==> config.mk <==
export PLATFORM = sky130hd
export DESIGN_NAME = lock_sequencer
export DESIGN_NICKNAME = d
export VERILOG_FILES = /design/src/rtl/lock_sequencer.sv
export SDC_FILE = /design/constraint.sdc
export NUM_CORES = 1
export LEC_CHECK = 0
export BUFFER_PORTS_ARGS = -buffer_cell sky130_fd_sc_hd__buf_2
export CORE_MARGIN = 2
export CORE_UTILIZATION = 38
export DETAILED_ROUTE_END_ITERATION = 7
export GPL_TIMING_DRIVEN = 0
export REMOVE_ABC_BUFFERS = 1
export SLEW_MARGIN = 10
export SYNTH_ARGS = -nofsm -noshare
export SYNTH_HDL_FRONTEND = slang
export SYNTH_SLANG_ARGS = --single-unit
==> constraint.sdc <==
create_clock -name clock -period 5.6 [get_ports clock]
set_clock_uncertainty 0.05 [all_clocks]
set_input_delay 1.12 -clock clock [delete_from_list [all_inputs] [get_ports clock]]
set_output_delay 1.12 -clock clock [all_outputs]
set_load 0.03 [all_outputs]
==> src/rtl/lock_sequencer.sv <==
`default_nettype none
// ============================================================================
// Module      : lock_sequencer
// Description : Control FSM for a 4-digit hex combination lock. Conditions
//               three raw push-buttons into single-cycle events, captures a
//               password, checks unlock attempts against it and enforces a
//               timed lockout after repeated wrong attempts.
// Ports       : clock          - system clock, rising edge
//               reset          - asynchronous active-low reset
//               digit_in[3:0]  - hex digit from switches, sampled on enter
//               enter_button   - raw button level (asynchronous)
//               set_button     - raw button level (asynchronous)
//               change_button  - raw button level (asynchronous)
//               hex1..hex4     - entered digits, first to fourth
//               counter[1:0]   - slot of the next digit, holds 3 when full
//               entry_full     - all four digits entered
//               state[1:0]     - 00 INITIAL, 01 UNLOCKED, 10 LOCKED, 11 LOCKOUT
//               unlocked       - high while UNLOCKED
//               lockout        - high while LOCKOUT
// Revision    : 1.0 - initial release
// ============================================================================
module lock_sequencer #(
  parameter int MAX_FAILS      = 3,
  parameter int LOCKOUT_CYCLES = 500000000,
  parameter int CNT_W          = 29
) (
  input  logic       clock,
  input  logic       reset,
  input  logic [3:0] digit_in,
  input  logic       enter_button,
  input  logic       set_button,
  input  logic       change_button,
  output logic [3:0] hex1,
  output logic [3:0] hex2,
  output logic [3:0] hex3,
  output logic [3:0] hex4,
  output logic [1:0] counter,
  output logic       entry_full,
  output logic [1:0] state,
  output logic       unlocked,
  output logic       lockout
);

  typedef enum logic [1:0] {
    ST_INITIAL  = 2'b00,
    ST_UNLOCKED = 2'b01,
    ST_LOCKED   = 2'b10,
    ST_LOCKOUT  = 2'b11
  } state_t;

  localparam logic [3:0]       c_MAX_FAILS  = 4'(MAX_FAILS);
  localparam logic [CNT_W-1:0] c_LOCK_START = CNT_W'(LOCKOUT_CYCLES - 1);

  // --------------------------------------------------------------------------
  // Button conditioning. Bit 0 = enter, bit 1 = set, bit 2 = change.
  // --------------------------------------------------------------------------
  logic [2:0] w_btn;
  logic [2:0] r_sync1;
  logic [2:0] r_sync2;
  logic [2:0] r_prev;
  logic [2:0] r_armed;
  logic [1:0] r_warm;
  logic [2:0] w_ev;

  assign w_btn = {change_button, set_button, enter_button};

  // A button is only armed once the synchroniser has shown it low after
  // reset. r_warm waits until r_sync2 carries a real sample, so a button held
  // through reset release never produces an event.
  always_ff @(posedge clock or negedge reset) begin
    if (!reset) begin
      r_sync1 <= '0;
      r_sync2 <= '0;
      r_prev  <= '0;
      r_armed <= '0;
      r_warm  <= '0;
    end else begin
      r_sync1 <= w_btn;
      r_sync2 <= r_sync1;
      r_prev  <= r_sync2;
      if (r_warm != 2'd2) begin
        r_warm <= r_warm + 2'd1;
      end else begin
        r_armed <= r_armed | ~r_sync2;
      end
    end
  end

  assign w_ev = r_sync2 & ~r_prev & r_armed;

  // change > set > enter; losers in the same cycle are dropped.
  logic w_chg;
  logic w_set;
  logic w_ent;

  assign w_chg = w_ev[2];
  assign w_set = w_ev[1] & ~w_ev[2];
  assign w_ent = w_ev[0] & ~w_ev[1] & ~w_ev[2];

  // --------------------------------------------------------------------------
  // Sequencer state
  // --------------------------------------------------------------------------
  state_t           r_state,     w_state_nxt;
  logic [3:0][3:0]  r_buf,       w_buf_nxt;    // r_buf[0] is hex1
  logic [1:0]       r_counter,   w_counter_nxt;
  logic             r_full,      w_full_nxt;
  logic [15:0]      r_pwd,       w_pwd_nxt;
  logic [3:0]       r_fails,     w_fails_nxt;
  logic [CNT_W-1:0] r_lock_cnt,  w_lock_cnt_nxt;
  logic             r_unlocked;
  logic             r_lockout;

  logic [15:0] w_entry;
  logic [3:0]  w_fails_inc;

  assign w_entry     = {r_buf[0], r_buf[1], r_buf[2], r_buf[3]};
  assign w_fails_inc = r_fails + 4'd1;

  always_ff @(posedge clock or negedge reset) begin
    if (!reset) begin
      r_state    <= ST_INITIAL;
      r_buf      <= '0;
      r_counter  <= '0;
      r_full     <= 1'b0;
      r_pwd      <= '0;
      r_fails    <= '0;
      r_lock_cnt <= '0;
      r_unlocked <= 1'b0;
      r_lockout  <= 1'b0;
    end else begin
      r_state    <= w_state_nxt;
      r_buf      <= w_buf_nxt;
      r_counter  <= w_counter_nxt;
      r_full     <= w_full_nxt;
      r_pwd      <= w_pwd_nxt;
      r_fails    <= w_fails_nxt;
      r_lock_cnt <= w_lock_cnt_nxt;
      // Status flags are decoded from the next state so they move with state.
      r_unlocked <= (w_state_nxt == ST_UNLOCKED);
      r_lockout  <= (w_state_nxt == ST_LOCKOUT);
    end
  end

  always_comb begin
    w_state_nxt    = r_state;
    w_buf_nxt      = r_buf;
    w_counter_nxt  = r_counter;
    w_full_nxt     = r_full;
    w_pwd_nxt      = r_pwd;
    w_fails_nxt    = r_fails;
    w_lock_cnt_nxt = r_lock_cnt;

    case (r_state)
      ST_INITIAL, ST_LOCKED: begin
        if (w_chg) begin
          w_buf_nxt     = '0;
          w_counter_nxt = '0;
          w_full_nxt    = 1'b0;
        end else if (w_set) begin
          if (r_full) begin
            w_buf_nxt     = '0;
            w_counter_nxt = '0;
            w_full_nxt    = 1'b0;
            if (r_state == ST_INITIAL) begin
              w_pwd_nxt   = w_entry;
              w_fails_nxt = '0;
              w_state_nxt = ST_LOCKED;
            end else if (w_entry == r_pwd) begin
              w_fails_nxt = '0;
              w_state_nxt = ST_UNLOCKED;
            end else begin
              w_fails_nxt = w_fails_inc;
              if (w_fails_inc == c_MAX_FAILS) begin
                w_lock_cnt_nxt = c_LOCK_START;
                w_state_nxt    = ST_LOCKOUT;
              end
            end
          end
        end else if (w_ent && !r_full) begin
          w_buf_nxt[r_counter] = digit_in;
          if (r_counter == 2'd3) begin
            w_full_nxt = 1'b1;
          end else begin
            w_counter_nxt = r_counter + 2'd1;
          end
        end
      end

      ST_UNLOCKED: begin
        w_buf_nxt     = '0;
        w_counter_nxt = '0;
        w_full_nxt    = 1'b0;
        if (w_chg) begin
          w_state_nxt = ST_INITIAL;
        end else if (w_set) begin
          w_state_nxt = ST_LOCKED;
        end
      end

      default: begin // ST_LOCKOUT
        w_buf_nxt     = '0;
        w_counter_nxt = '0;
        w_full_nxt    = 1'b0;
        if (r_lock_cnt == '0) begin
          w_fails_nxt = '0;
          w_state_nxt = ST_LOCKED;
        end else begin
          w_lock_cnt_nxt = r_lock_cnt - 1'b1;
        end
      end
    endcase
  end

  assign hex1       = r_buf[0];
  assign hex2       = r_buf[1];
  assign hex3       = r_buf[2];
  assign hex4       = r_buf[3];
  assign counter    = r_counter;
  assign entry_full = r_full;
  assign state      = r_state;
  assign unlocked   = r_unlocked;
  assign lockout    = r_lockout;

endmodule
`default_nettype wire

==> results.cfg <==
[yosys]
syn_avg_cell_area_um2 = 11.2
synth_cells = 379
synthArstFlopShare_pct = 100
syn_area_um2 = 4240
ys_types = 59
synth_edf_count = 0
ys_warn_count = 0
ys_ff_latch = 86
synth-seq-area-share_pct = 50.7
synth_flop_cell = dfrtp_1

[detailed_routing]
firstDrtPassIters = 4
totalWireLength_um = 9290
ant_nets = 0
dr.first_iter.drc_count = 194
via_per_inst = 5.71
drc_errors = 0
vias = 3158
wl_per_cell_um = 16.8

[critical_path]
crit_required_ps = 5800
start_kind = flop
worst-r2r-cell-count = 6
cpLargestDelayFamily = simple AND/OR/NAND/NOR gates
slowest_delay_ps = 800
cp_num_cells = 6
cp.buffers_inverters = 0
end_kind = flop
worstPathMaxFanout = 36
path_class = reg -> reg
cp.arrival_ps = 3360
path_cells = xor2_1, nor4_2, nand4_1, a311o_2, or4_1, mux2i_1
crit_slowest_cell = a311o_2

[clock_tree]
clk_pin_slew_ps = 80
h-tree-depth = 3
root_buffer = clkbuf_8
clk_latency_ps = 370
numClockSinks = 86
tritoncts = yes
cts_resized = 0
cts_hold_buffers = 0
cts_buffer_depth = 2
cts_buffers = 9
post_cts.repair.setup_buffers = 0

[final_layout]
mostFrequentLayoutCell = dfrtp_1
diodes = 0
syn2layout_area_growth_pct = 12.6
layout_common_cells = dfrtp_1, buf_2, nor2_1
drive_gt1_share_pct = 19.9
layout.nets = 426
final_cells = 553

[grt]
grt_pass1_vias = 2971
grt_use_total_pct = 17.0
grt_pass1_wl_um = 15600
antenna_found_initial = 0
grt_max_degree = 59
grt_overflow = 0

[sta]
relSlewSlack_pct = 38.5
grt_setup_unrepaired = no
period_share_pct = 56.3
worst_pin_slew_ps = 916
hold_viol = 0
fin_setup_tns_ps = 0
slew_violations = 0
period_needed_ps = 3150
setup_viol = 0
fmax_mhz = 317

[floorplanning]
core_area_um2 = 10900
die_h_um = 110
io_pins = 32
die_x_um = 110
dieArea_um2 = 12000
initial_core_util_pct = 39.0
rows = 38

[placed_design]
hpwl_um = 6290
gp_congestion = 0.777
dp_cells = 538
port_buffers = 31

[status]
status = finished, final reports clean

[power]
switching_share_pct = 27.0
power.internal_uw = 924
leakage_uw = 0.00233
pwr_density_cell_nw_per_um2 = 265
p_switching_uw = 342
combPwrFrac_pct = 10.8
clkPwrFrac_pct = 38.0
p_seq_share_pct = 51.2
irDropWorstVdd_v = 0.000188

[min_path]
hold_depth = 0
hp-class = reg -> reg

[flow_run]
maxCapViolCount = 0
-- worst paths after layout --
path | start | end | slack, ps
max | hex2[1] | r_lock_cnt[4] | 2450
min in group asynchronous | reset | r_lock_cnt[24] | 620
max reg2reg | hex2[1] | r_lock_cnt[4] | 2450
min reg2reg | r_sync1[2] | r_sync2[2] | 300
max in group asynchronous | reset | r_sync1[0] | 4260
min | r_sync1[2] | r_sync2[2] | 300
-- power by group through the flow --
stage / clock network, uW / registers [uW] / logic (uW)
floorplan: 0 / 676 / 64.5
global placement: 0 / 660 / 134
detailed placement: 0 / 661 / 138
CTS: 494 / 648 / 138
global route: 519 / 650 / 150
finish: 481 / 648 / 137
-- layout make-up --
cell class | count | area [um^2]
fillers | 1028 | 6110
flip-flops and latches | 86 | 2150
multi-input cells | 263 | 1980
repair buffers | 33 | 196
well taps | 140 | 175
clock buffers | 10 | 128
clock inverters | 5 | 83.8
inverters | 16 | 60.1
-- synthesized netlist by cell type, drive strengths merged (3+ instances only) --
| cell | count | area share, % |
|---|---|---|
| nor3 | 9 | 1.1 |
| clkbuf | 9 | 0.83 |
| o211ai | 3 | 0.53 |
| nand4 | 10 | 1.5 |
| inv | 16 | 1.4 |
| a21oi | 10 | 1.2 |
| or3 | 10 | 1.5 |
| nand2 | 12 | 1.1 |
| or4b | 4 | 0.94 |
| dfrtp | 86 | 51 |
| mux2i | 5 | 1.2 |
| o31ai | 9 | 1.6 |
| ha | 8 | 2.4 |
| o41ai | 4 | 0.83 |
| a21o | 5 | 0.89 |
| or2 | 4 | 0.59 |
| buf | 5 | 0.71 |
| nor2 | 20 | 1.8 |
| o21ai | 21 | 2.5 |
| or4 | 8 | 1.5 |
| a32o | 18 | 4.2 |
| mux2 | 16 | 4.2 |
| xor2 | 17 | 3.5 |
| a31oi | 7 | 1.0 |
| nor4 | 15 | 3.2 |
| nor2b | 5 | 0.74 |
| nand3 | 11 | 1.6 |
| and4 | 6 | 1.2 |
-- kinds of logic after synthesis --
logic type	count (synthesis)	share of synthesized area, %
and+or+nand+nor	129	19.7
AOI/OAI and AO/OA	87	15.1
DFF	86	50.7
buffers and inverters	30	2.95
muxes	21	5.43
xor gates and xnor gates	18	3.72
adders and majority gates	8	2.36
-- state kept, by name, indices dropped and copies added, names as in the netlist --
name and flops:
state 2, r_sync2 3, r_sync1 3, r_armed 3, unlocked 1, counter 2
r_prev 3, hex2 4, hex1 4, lockout 1, hex4 4, entry_full 1
hex3 4, r_fails 4, r_warm 2, r_lock_cnt 29, r_pwd 16
-- metal layers --
layer	share of wire (%)	vias to the layer above	global-route usage, %
met5	0	-	0
met1	46	1566	23.2
met4	1.1	0	5.97
met2	46	76	26.2
li1	-	1505	-
met3	6.1	11	4.21
-- per-stage QoR --
stage | hold WS, ps | power [uW] | instance area [um^2] | setup WS, ps | utilization (%)
2_1_floorplan | 281 | 740 | 4180 | 2820 | -
3_3_place_gp | 283 | 793 | 4510 | 2480 | 41.4
3_5_place_dp | 285 | 798 | 4570 | 2450 | 41.9
4_1_cts | 304 | 1280 | 4780 | 2430 | 43.9
5_1_grt | 307 | 1320 | 4780 | 2150 | 43.9
6_report | 301 | 1270 | 4780 | 2450 | 43.9
Note: power is estimated with default switching activity, not from simulation.
